[config.mk]
export PLATFORM = sky130hd
export DESIGN_NAME = ntm_matrix_transpose
export DESIGN_NICKNAME = d
export VERILOG_FILES = /design/src/rtl/ntm_matrix_transpose.sv
export SDC_FILE = /design/constraint.sdc
export NUM_CORES = 1
export LEC_CHECK = 0
export ABC_AREA = 1
export CORE_ASPECT_RATIO = 1.25
export CORE_MARGIN = 1.5
export CORE_UTILIZATION = 30
export CTS_CLUSTER_DIAMETER = 30
export CTS_CLUSTER_SIZE = 16
export DETAILED_ROUTE_END_ITERATION = 10
export RECOVER_POWER = 100
export SLEW_MARGIN = 10
export SYNTH_ARGS = -nofsm -noshare
export SYNTH_HDL_FRONTEND = slang
export SYNTH_SLANG_ARGS = --single-unit
export TNS_END_PERCENT = 5
[constraint.sdc]
create_clock -name clk -period 4.2 [get_ports clk]
set_clock_uncertainty 0.05 [all_clocks]
set_input_delay 1.26 -clock clk [delete_from_list [all_inputs] [get_ports clk]]
set_output_delay 1.26 -clock clk [all_outputs]
set_load 0.005 [all_outputs]
[src/rtl/ntm_matrix_transpose.sv]
// Streaming matrix transpose: buffers a SIZE_I x SIZE_J matrix received row-major,
// then emits its SIZE_J x SIZE_I transpose row-major over a valid/ready stream.
module ntm_matrix_transpose #(
  parameter int unsigned DATA_SIZE = 8,
  parameter int unsigned SIZE_I    = 4,
  parameter int unsigned SIZE_J    = 4
) (
  input  logic                                           clk,
  input  logic                                           rst,
  input  logic                                           start,
  input  logic                                           in_valid,
  output logic                                           in_ready,
  input  logic [DATA_SIZE-1:0]                           in_data,
  output logic                                           out_valid,
  input  logic                                           out_ready,
  output logic [DATA_SIZE-1:0]                           out_data,
  output logic [(SIZE_J > 1 ? $clog2(SIZE_J) : 1)-1:0]   out_i,
  output logic [(SIZE_I > 1 ? $clog2(SIZE_I) : 1)-1:0]   out_j,
  output logic                                           out_last,
  output logic                                           busy,
  output logic                                           done
);

  // IW indexes the SIZE_I dimension, JW the SIZE_J dimension.
  localparam int unsigned IW = (SIZE_I > 1) ? $clog2(SIZE_I) : 1;
  localparam int unsigned JW = (SIZE_J > 1) ? $clog2(SIZE_J) : 1;
  localparam logic [IW-1:0] IMAX = IW'(SIZE_I - 1);
  localparam logic [JW-1:0] JMAX = JW'(SIZE_J - 1);

  typedef enum logic [1:0] {StIdle, StLoad, StEmit} state_e;

  state_e                 state_q;
  logic [IW-1:0]          ii_q;
  logic [JW-1:0]          jj_q;
  logic [JW-1:0]          oi_q;
  logic [IW-1:0]          oj_q;
  logic [DATA_SIZE-1:0]   mem [SIZE_I][SIZE_J];
  logic                   load_en;

  assign load_en = in_valid && in_ready;

  // Storage is intentionally not reset; every entry is rewritten before it is read.
  always_ff @(posedge clk) begin
    if (load_en) begin
      mem[ii_q][jj_q] <= in_data;
    end
  end

  always_ff @(posedge clk or posedge rst) begin
    if (rst) begin
      state_q   <= StIdle;
      ii_q      <= '0;
      jj_q      <= '0;
      oi_q      <= '0;
      oj_q      <= '0;
      in_ready  <= 1'b0;
      out_valid <= 1'b0;
      out_data  <= '0;
      out_i     <= '0;
      out_j     <= '0;
      out_last  <= 1'b0;
      busy      <= 1'b0;
      done      <= 1'b0;
    end else begin
      done <= 1'b0;
      unique case (state_q)
        StIdle: begin
          if (start) begin
            state_q  <= StLoad;
            in_ready <= 1'b1;
            busy     <= 1'b1;
            ii_q     <= '0;
            jj_q     <= '0;
            oi_q     <= '0;
            oj_q     <= '0;
          end
        end
        StLoad: begin
          if (load_en) begin
            if (jj_q == JMAX) begin
              jj_q <= '0;
              if (ii_q == IMAX) begin
                ii_q     <= '0;
                in_ready <= 1'b0;
                state_q  <= StEmit;
              end else begin
                ii_q <= ii_q + IW'(1);
              end
            end else begin
              jj_q <= jj_q + JW'(1);
            end
          end
        end
        StEmit: begin
          // Output register is empty or being drained this edge.
          if (!out_valid || out_ready) begin
            if (out_valid && out_last) begin
              out_valid <= 1'b0;
              out_last  <= 1'b0;
              busy      <= 1'b0;
              done      <= 1'b1;
              state_q   <= StIdle;
            end else begin
              out_valid <= 1'b1;
              out_data  <= mem[oj_q][oi_q];
              out_i     <= oi_q;
              out_j     <= oj_q;
              out_last  <= (oi_q == JMAX) && (oj_q == IMAX);
              if (oj_q == IMAX) begin
                oj_q <= '0;
                oi_q <= (oi_q == JMAX) ? '0 : oi_q + JW'(1);
              end else begin
                oj_q <= oj_q + IW'(1);
              end
            end
          end
        end
        default: state_q <= StIdle;
      endcase
    end
  end

endmodule

Word level (Yosys, flattened, before mapping)
Memories as Yosys holds them, arrays and structs flattened.
Index checks and enable logic that the tools add are counted.
{"block": "op_classes", "n_mul": 0, "n_mux": 44, "n_bitwise": 3, "div_mod_pow": 0, "n_addsub": 4, "n_shift": 0, "reduce_logical": 18, "eq_ne": 14, "n_lt_le_gt_ge": 3}
{"operator": "two-way mux 2 bit", "n": 19}
{"operator": "two-way mux 32 bit", "n": 1}
{"operator": "two-way mux 8 bit", "n": 3}
{"operator": "binary-select mux 8 bit (select 2 bit)", "n": 1}
{"operator": "demux 8 bit (select 2 bit)", "n": 1}
{"operator": "inequality test 2 bit (second input constant)", "n": 8}
{"operator": "one-hot mux 2 bit (2 select lines)", "n": 4}
{"operator": "two-way mux 1 bit", "n": 12}
{"operator": "AND reduction 4 bit", "n": 3}
{"operator": "equality test 2 bit (second input constant)", "n": 5}
{"operator": "AND reduction 5 bit", "n": 2}
{"operator": "adder 2 x 1 -> 2 bit (second input constant)", "n": 4}
{"operator": "greater-or-equal comparator 3 bit (second input constant)", "n": 2}
{"operator": "inverter 2 -> 3 bit", "n": 2}
{"operator": "one-hot mux 2 bit (3 select lines)", "n": 1}
{"operator": "AND reduction 3 bit", "n": 2}
{"operator": "AND reduction 6 bit", "n": 1}
{"operator": "logical AND 1 bit", "n": 4}
{"operator": "one-hot mux 1 bit (2 select lines)", "n": 2}
{"operator": "nonzero test 2 bit", "n": 2}
{"operator": "less-than comparator 3 x 1 -> 1 bit (second input constant)", "n": 1}
{"operator": "equality test 2 x 1 -> 1 bit (second input constant)", "n": 1}
{"operator": "zero test 2 bit", "n": 1}
{"operator": "AND reduction 2 bit", "n": 1}
{"operator": "other kinds (3)", "n": 3}
{"block": "totals", "word_cells": 100, "ff_bits": 27, "mem_bits_ro": 0, "latch_bits": 0, "n_memories": 1, "out_inout_bits": 17, "mem_bits_rw": 128, "input_bits": 13}
{"memory": "mem", "words": 4, "word_bits": 32, "rd": 1, "rd_clocked_by_memory_dff": 0, "wr": 1, "line_no": "37", "rtl": "logic [DATA_SIZE-1:0] mem [SIZE_I][SIZE_J];"}

Depth between registers and ports, before layout
Gate-level depths: netlist of the first run.
{"block": "depth", "depth_word": 6, "depth_mapped": 10, "depth_no_buf": 9}

Least setup slack after synthesis of the first run
No wires, ideal clock.
{"block": "synth_timing", "path_type": "input to register", "start": "input in_valid", "end": "memory mem[0][0] in the netlist's numbering (enable)", "cell_stages": 4, "setup_slack_ns": 1.905, "t_required_ns": 3.780, "n_path_buf": 0, "arrival_ns": 1.874, "setup_ns": 0.370, "path_cell_list": "nand2_1 -> inv_1 -> nand2_1 -> nor2_1"}
{"block": "synth_via", "elab_chain_cells": 3}
{"element": "start, declared", "line_no": "11", "rtl": "input logic in_valid,"}
{"element": "logical AND 1 bit", "line_no": "40", "rtl": "assign load_en = in_valid && in_ready;"}
{"element": "two-way mux 1 bit", "line_no": "44", "rtl": "if (load_en) begin"}
{"element": "two-way mux 32 bit (not written as such)", "line_no": "45", "rtl": "mem[ii_q][jj_q] <= in_data;"}
{"element": "end, declared", "line_no": "37"}
No other way between the ends.

Final worst setup path of the first run
{"block": "layout_timing", "start": "input out_ready", "end": "register out_data[6]"}
{"block": "layout_via", "elab_chain_cells": 2}
{"element": "start, declared", "line_no": "15", "rtl": "input logic out_ready,"}
{"element": "logical OR 1 bit", "line_no": "96", "rtl": "if (!out_valid || out_ready) begin"}
{"element": "AND reduction 3 bit (no line)"}
{"element": "end signal, assigned", "line_no": "105", "rtl": "out_data <= mem[oj_q][oi_q];"}
{"element": "end, declared", "line_no": "16", "rtl": "output logic [DATA_SIZE-1:0] out_data,"}
No other way between the ends.
A chain may end at the register's enable or synchronous reset.

==> metrics.csv, run 1 <==
stage,metric,value,unit
critical_path,Critical Path Max Stage Delay,0.52,ns
pwr,Sequential Power Share,41.9,%
synthesis,Mean Syn Cell Area,11.0,um^2
route,Final ANT Viol Nets,0,
clock_tree,H-tree levels,4,
die,Initial Util,30.8,%
final_layout,share of layout cells above drive strength 1,6.62,%
critical_path,Worst Path Max Fanout,18,
pwr,clock power share,31.0,%
critical_path,Startpoint Class,input port,
route,initial DRC count,257,
global_route,vias in the first global route,4310,
clock_tree,"CTS clk-pin slew, worst paths",0.07,ns
pwr,leakage power,3.01,nW
final_layout,fin nets,660,
route,Initial DRT Pass Iterations,5,
critical_path,CP Cell Sequence,dlygate4sd3_1 > inv_1 > nand2_1 > inv_1 > nor2_1 > nand2_1 > nor2_1 > nand3_1 > nand3_1,
clock_tree,CTS tree,yes,
critical_path,Critical Path Source,out_ready,
sta,Final TNS setup,0,ns
sta,Max Slew Vio Count,0,
global_route,largest net degree at the start of global routing,67,
placement,routability cong.,0.825,
clock_tree,Root Buffer,clkbuf_16,
route,Routed WL,15.8,mm
critical_path,Setup Crit Path Kind,input port to register,
die,die area,0.0232,mm^2
global_route,initial antenna violation count,0,
run_status,status,completed,
pwr,P_int,0.00306,W
synthesis,Netlist cell types,26,
hold_path,worst min-delay path startpoint,out_data[2],
critical_path,CP bufs+invs,3,
clock_tree,worst skew pair latency,0.42,ns
critical_path,CP arrival,3.29,ns
global_route,overall routing resource usage,14.4,%
critical_path,reg2reg start,oi_q[0],
route,drt wl/cell,17.0,um
die,Placeable Area,0.0217,mm^2
sta,final worst slack,1.21,ns
final_layout,non-filler instance count after layout,929,
die,Die Ht,170,um
die,# IOs,30,
clock_tree,hold_buf cts,0,
pwr,Comb power frac,27.1,%
sta,Highest Clock Rate,335,MHz
sta,Final Hold Vio Count,0,
clock_tree,Sink Count,155,
synthesis,Netlist Area Pre-Place,0.00669,mm^2
placement,DP Cell Count,897,
sta,Slew @ Worst Pin,0.946,ns
route,DRC viols,0,
sta,Slew headroom,36.7,%
sta,final period utilization,71.2,%
route,post-DR vias/cell,4.67,
synthesis,Seq cells post-synth,155,
sta,Final setup viols,0,
synthesis,total of warnings raised by yosys,0,
pwr,Tot Pwr,0.00466,W
synthesis,sequential-to-total area share from yosys stat,67.6,%
pwr,Net Sw Power,0.00160,W
pwr,worst vdd ir,0.238,mV
pwr,Power per Cell Area,607,mW/mm^2
final_layout,P&R area growth vs syn,14.8,%
die,row cnt,60,
die,die width,137,um
hold_path,Hold Crit Class,register to register,
flow_run,Max-cap violations,0,
critical_path,critical path's top delay family,simple AND/OR/NAND/NOR gates,
global_route,grt total ovfl,0,
global_route,first-pass GRT wire length,24.4,mm
clock_tree,maximum buffer depth of the clock tree,2,
sta,RSZ-0062 raised after global routing,false,
route,routed vias,4343,
critical_path,Crit path required time,4.50,ns
clock_tree,Setup Buffers After CTS,0,
critical_path,"Slowest-stage cell, CP",dlygate4sd3_1,
clock_tree,CTS buffer count,17,
clock_tree,post-CTS resize count,0,
synthesis,Syn Inst Count,610,
sta,Final min period,2.99,ns
synthesis,Syn Nets,633,
critical_path,crit end category,register,
pwr,sw frac,34.4,%
placement,post-DP HPWL,10.2,mm
placement,PortBufs,29,
final_layout,Antenna diodes,0,
placement,Setup WS pre-CTS,1.04,ns
==> synth_stat cells, drive strengths merged <==
cell type	count	area share, %
a21oi	2	0.15
buf	22	2.7
clkbuf	3	0.17
clkinv	1	0.056
dfrtp	27	10
edfxtp	128	57
ha	10	1.9
inv	69	3.9
nand2	130	7.6
nand3	67	5.0
nand4	1	0.094
nor2	84	5.2
nor3	1	0.075
o211ai	12	1.3
o21ai	51	4.1
or2	1	0.094
or3	1	0.094
==> logic make-up after synthesis <==
| kind of cell | count (synthesis) | synth area share (%) |
|---|---|---|
| adders and majority gates | 10 | 1.87 |
| DFF | 155 | 67.6 |
| buffers and inverters | 95 | 6.85 |
| and+or+nand+nor | 285 | 18.1 |
| AOI/OAI and AO/OA | 65 | 5.59 |
==> per-stage QoR <==
stage	area [um^2]	utilization, %	hold slack, ns
after floorplan	6690	-	0.422
after global placement	7160	33.0	0.417
after detailed placement	7160	33.0	0.419
after CTS	7730	35.6	0.438
after global routing	7680	35.4	0.472
final	7680	35.4	0.425
==> routing by layer <==
layer / routed length, um / GRT usage [%] / part of all wire, % / vias up
met5: 0 / 0 / 0 / -
met2: 8110 / 24.8 / 51 / 112
met3: 761 / 2.65 / 4.8 / 29
met4: 467 / 6.71 / 2.9 / 0
met1: 6500 / 17.3 / 41 / 2104
li1: - / - / - / 2098
==> sequential cells by signal, indices dropped and copies added, names as in the netlist <==
| signal | flops |
|---|---|
| mem | 128 |
| out_data | 8 |
| ii_q | 2 |
| jj_q | 2 |
| oi_q | 2 |
| oj_q | 2 |
| out_i | 2 |
| out_j | 2 |
| state_q | 2 |
| busy | 1 |
| done | 1 |
| in_ready | 1 |
| out_last | 1 |
| out_valid | 1 |
==> area by class of cell <==
| type | instances | area (um^2) |
|---|---|---|
| repair buffers | 33 | 317 |
| clock inverters | 13 | 101 |
| fillers | 2109 | 14000 |
| clock buffers | 19 | 464 |
| multi-input cells | 360 | 1660 |
| well taps | 279 | 349 |
| flip-flops and latches | 155 | 4520 |
| inverters | 70 | 263 |
==> power groups by stage <==
stage | clock (W) | combinational [W] | sequential (W)
global route | 0.00153 | 0.00142 | 0.00197
CTS | 0.00147 | 0.00135 | 0.00196
floorplan | 0 | 0.000921 | 0.00195
global placement | 0 | 0.00134 | 0.00200
detailed placement | 0 | 0.00134 | 0.00199
finish | 0.00145 | 0.00126 | 0.00195
==> final timing paths <==
path,end,slack [ns],cells after the start
hold reg to reg,out_data[2],0.43,2
min in group asynchronous,done,1.31,2
max in group asynchronous,out_data[0],1.78,3
setup reg to reg,out_data[2],1.77,6
hold / removal,out_data[2],0.43,2
setup / recovery,out_data[6],1.21,9
==> cells in the final DEF, fill, tap and decap left out, types with 4 or more instances in the layout <==
cell type | Yosys | layout
nand2_1 | 126 | 129
edfxtp_1 | 128 | 128
nor2_1 | 78 | 82
inv_1 | 66 | 67
nand3_1 | 67 | 67
o21ai_0 | 27 | 34
dlygate4sd3_1 | 0 | 28
dfrtp_1 | 27 | 26
clkbuf_16 | 0 | 18
o21ai_1 | 19 | 16
o211ai_1 | 12 | 12
ha_1 | 10 | 10
inv_4 | 0 | 4
inv_6 | 0 | 4
==> worst register-to-register path, stage by stage, from the launching register on <==
cell	delay, ns
dfrtp_1	0.78
clkinv_1	0.75
nand3_1	0.36
nand3_1	0.19
nand2_1	0.10
nand2_1	0.07
nand2_1	0.07
(Power assumes the default switching activity.)
==> run 2, diff against run 1 <==
==> constraint.sdc (replaced) <==
create_clock -name clk -period 2.5 [get_ports clk]
set_clock_uncertainty 0.05 [all_clocks]
set_input_delay 0.75 -clock clk [delete_from_list [all_inputs] [get_ports clk]]
set_output_delay 0.75 -clock clk [all_outputs]
set_load 0.005 [all_outputs]
==> run 2 against run 1 <==
Wire length shrank 6.4%. Largest cell class unchanged. Global-route usage shrank 0.75 points. Final cell count grew 3.1%. Power grew 72%. Clock power grew 79%. Via count shrank 0.90%. Count of clock-buffer cells in the layout grew 2. Critical path type is now register to output pin. First-iteration DRC count shrank 0.39%.
==> metrics.csv, run 2 (same netlist as run 1, synthesis figures left out) <==
stage,metric,value,unit
pwr,clock power share,32.5,%
critical_path,CP bufs+invs,1,
die,row cnt,60,
sta,Highest Clock Rate,451,MHz
sta,Final Hold Vio Count,0,
clock_tree,"CTS clk-pin slew, worst paths",0.07,ns
route,DRC viols,0,
global_route,overall routing resource usage,13.7,%
critical_path,Critical Path Source,out_valid,
placement,post-DP HPWL,9.82,mm
hold_path,worst min-delay path startpoint,out_data[5],
placement,routability cong.,0.744,
final_layout,share of layout cells above drive strength 1,7.36,%
pwr,sw frac,33.2,%
critical_path,Setup Crit Path Kind,register to output pin,
sta,RSZ-0062 raised after global routing,false,
pwr,Net Sw Power,0.00266,W
global_route,largest net degree at the start of global routing,67,
die,Die Ht,170,um
final_layout,most frequent cells in the layout,"nand2_1 (128), edfxtp_1 (128), nor2_1 (81), inv_1 (67), nand3_1 (67)",
critical_path,crit end category,output pin,
pwr,Sequential Power Share,40.6,%
clock_tree,hold_buf cts,0,
sta,Slew headroom,34.3,%
route,post-DR vias/cell,4.49,
route,routed vias,4304,
global_route,vias in the first global route,4308,
final_layout,Antenna diodes,0,
clock_tree,maximum buffer depth of the clock tree,2,
final_layout,P&R area growth vs syn,17.9,%
route,drt wl/cell,15.5,um
run_status,status,completed,
critical_path,Worst Path Max Fanout,5,
final_layout,fillers,2097,
critical_path,Critical Path Max Stage Delay,0.59,ns
final_layout,fin nets,689,
die,die width,137,um
final_layout,non-filler instance count after layout,958,
sta,Final min period,2.22,ns
global_route,grt total ovfl,0,
flow_run,Max-cap violations,0,
clock_tree,Root Buffer,clkbuf_16,
pwr,P_int,0.00535,W
sta,Final setup viols,0,
placement,DP Cell Count,926,
critical_path,"Slowest-stage cell, CP",dlygate4sd3_1,
pwr,leakage power,3.09,nW
sta,final period utilization,88.7,%
sta,Final TNS setup,0,ns
die,Initial Util,30.8,%
pwr,Power per Cell Area,1020,mW/mm^2
route,Initial DRT Pass Iterations,4,
sta,Slew @ Worst Pin,0.986,ns
route,initial DRC count,256,
final_layout,max reg flops,128,
global_route,first-pass GRT wire length,23.5,mm
clock_tree,post-CTS resize count,0,
global_route,initial antenna violation count,0,
critical_path,reg2reg start,oj_q[1],
clock_tree,CTS buffer count,17,
die,# IOs,30,
clock_tree,H-tree levels,4,
critical_path,critical path's top delay family,buffers and inverters,
pwr,worst vdd ir,0.386,mV
placement,PortBufs,29,
final_layout,Biggest register,mem,
critical_path,CP Cell Sequence,dlygate4sd3_1,
die,die area,0.0232,mm^2
final_layout,Largest regs,"mem (128), out_data (8)",
die,Placeable Area,0.0217,mm^2
clock_tree,worst skew pair latency,0.42,ns
route,Routed WL,14.8,mm
critical_path,Crit path required time,1.70,ns
clock_tree,CTS tree,yes,
pwr,Comb power frac,26.9,%
hold_path,Hold Crit Class,register to register,
clock_tree,Setup Buffers After CTS,0,
route,Final ANT Viol Nets,0,
clock_tree,Sink Count,155,
critical_path,Startpoint Class,register,
sta,Max Slew Vio Count,0,
critical_path,CP arrival,1.42,ns
[run 2: metrics by stage]
stage                     hold slack, ns  total power, W  utilization (%)  setup slack (ns)  area [um^2]
after floorplan                    0.422         0.00482                -             0.715         6690
after global placement             0.417         0.00559             34.1             0.164         7410
after detailed placement           0.434         0.00562             34.1             0.151         7410
after CTS                          0.452         0.00824             37.0             0.340         8020
after global routing               0.480         0.00848             36.3             0.201         7880
final                              0.441         0.00801             36.3             0.283         7880
[run 2: final timing paths]
kind                       slack, ns          end  depth (start not counted)
setup / recovery                0.28    out_valid                          1
hold / removal                  0.44  out_data[5]                          2
setup reg to reg                0.38      oi_q[0]                          5
hold reg to reg                 0.44  out_data[5]                          2
max in group asynchronous       1.00      oj_q[0]                          3
min in group asynchronous       0.91  out_data[2]                          3
[run 2: power by group through the flow]
stage,Sequential (W),Combinational (W),Clock (W)
final,0.00325,0.00215,0.00260
after detailed placement,0.00332,0.00230,0
after global routing,0.00328,0.00243,0.00277
after global placement,0.00331,0.00228,0
after floorplan,0.00327,0.00155,0
after CTS,0.00326,0.00231,0.00266
[run 2: final cells by class]
type | instances | area, um^2 | area share, %
Inverter | 70 | 263 | 3.33
Multi-Input combinational cell | 360 | 1680 | 21.3
Timing Repair Buffer | 62 | 460 | 5.84
Sequential cell | 155 | 4520 | 57.3
Clock inverter | 11 | 87.6 | 1.11
Tap cell | 279 | 349 | 4.43
Clock buffer | 21 | 526 | 6.67
[run 2: tightest hold or removal path, delay by kind of cell (launching register included)]
family / cells / cell delay (ns)
AND/OR/NAND/NOR: 2 / 0.10
flip-flops: 1 / 0.35
[run 2: layer usage]
metal	up-vias	GRT usage (%)	wire, um
met5	-	0	0
met1	2051	15.9	6050
li1	2158	-	-
met4	0	5.27	225
met2	80	24.6	8090
met3	15	2.41	464
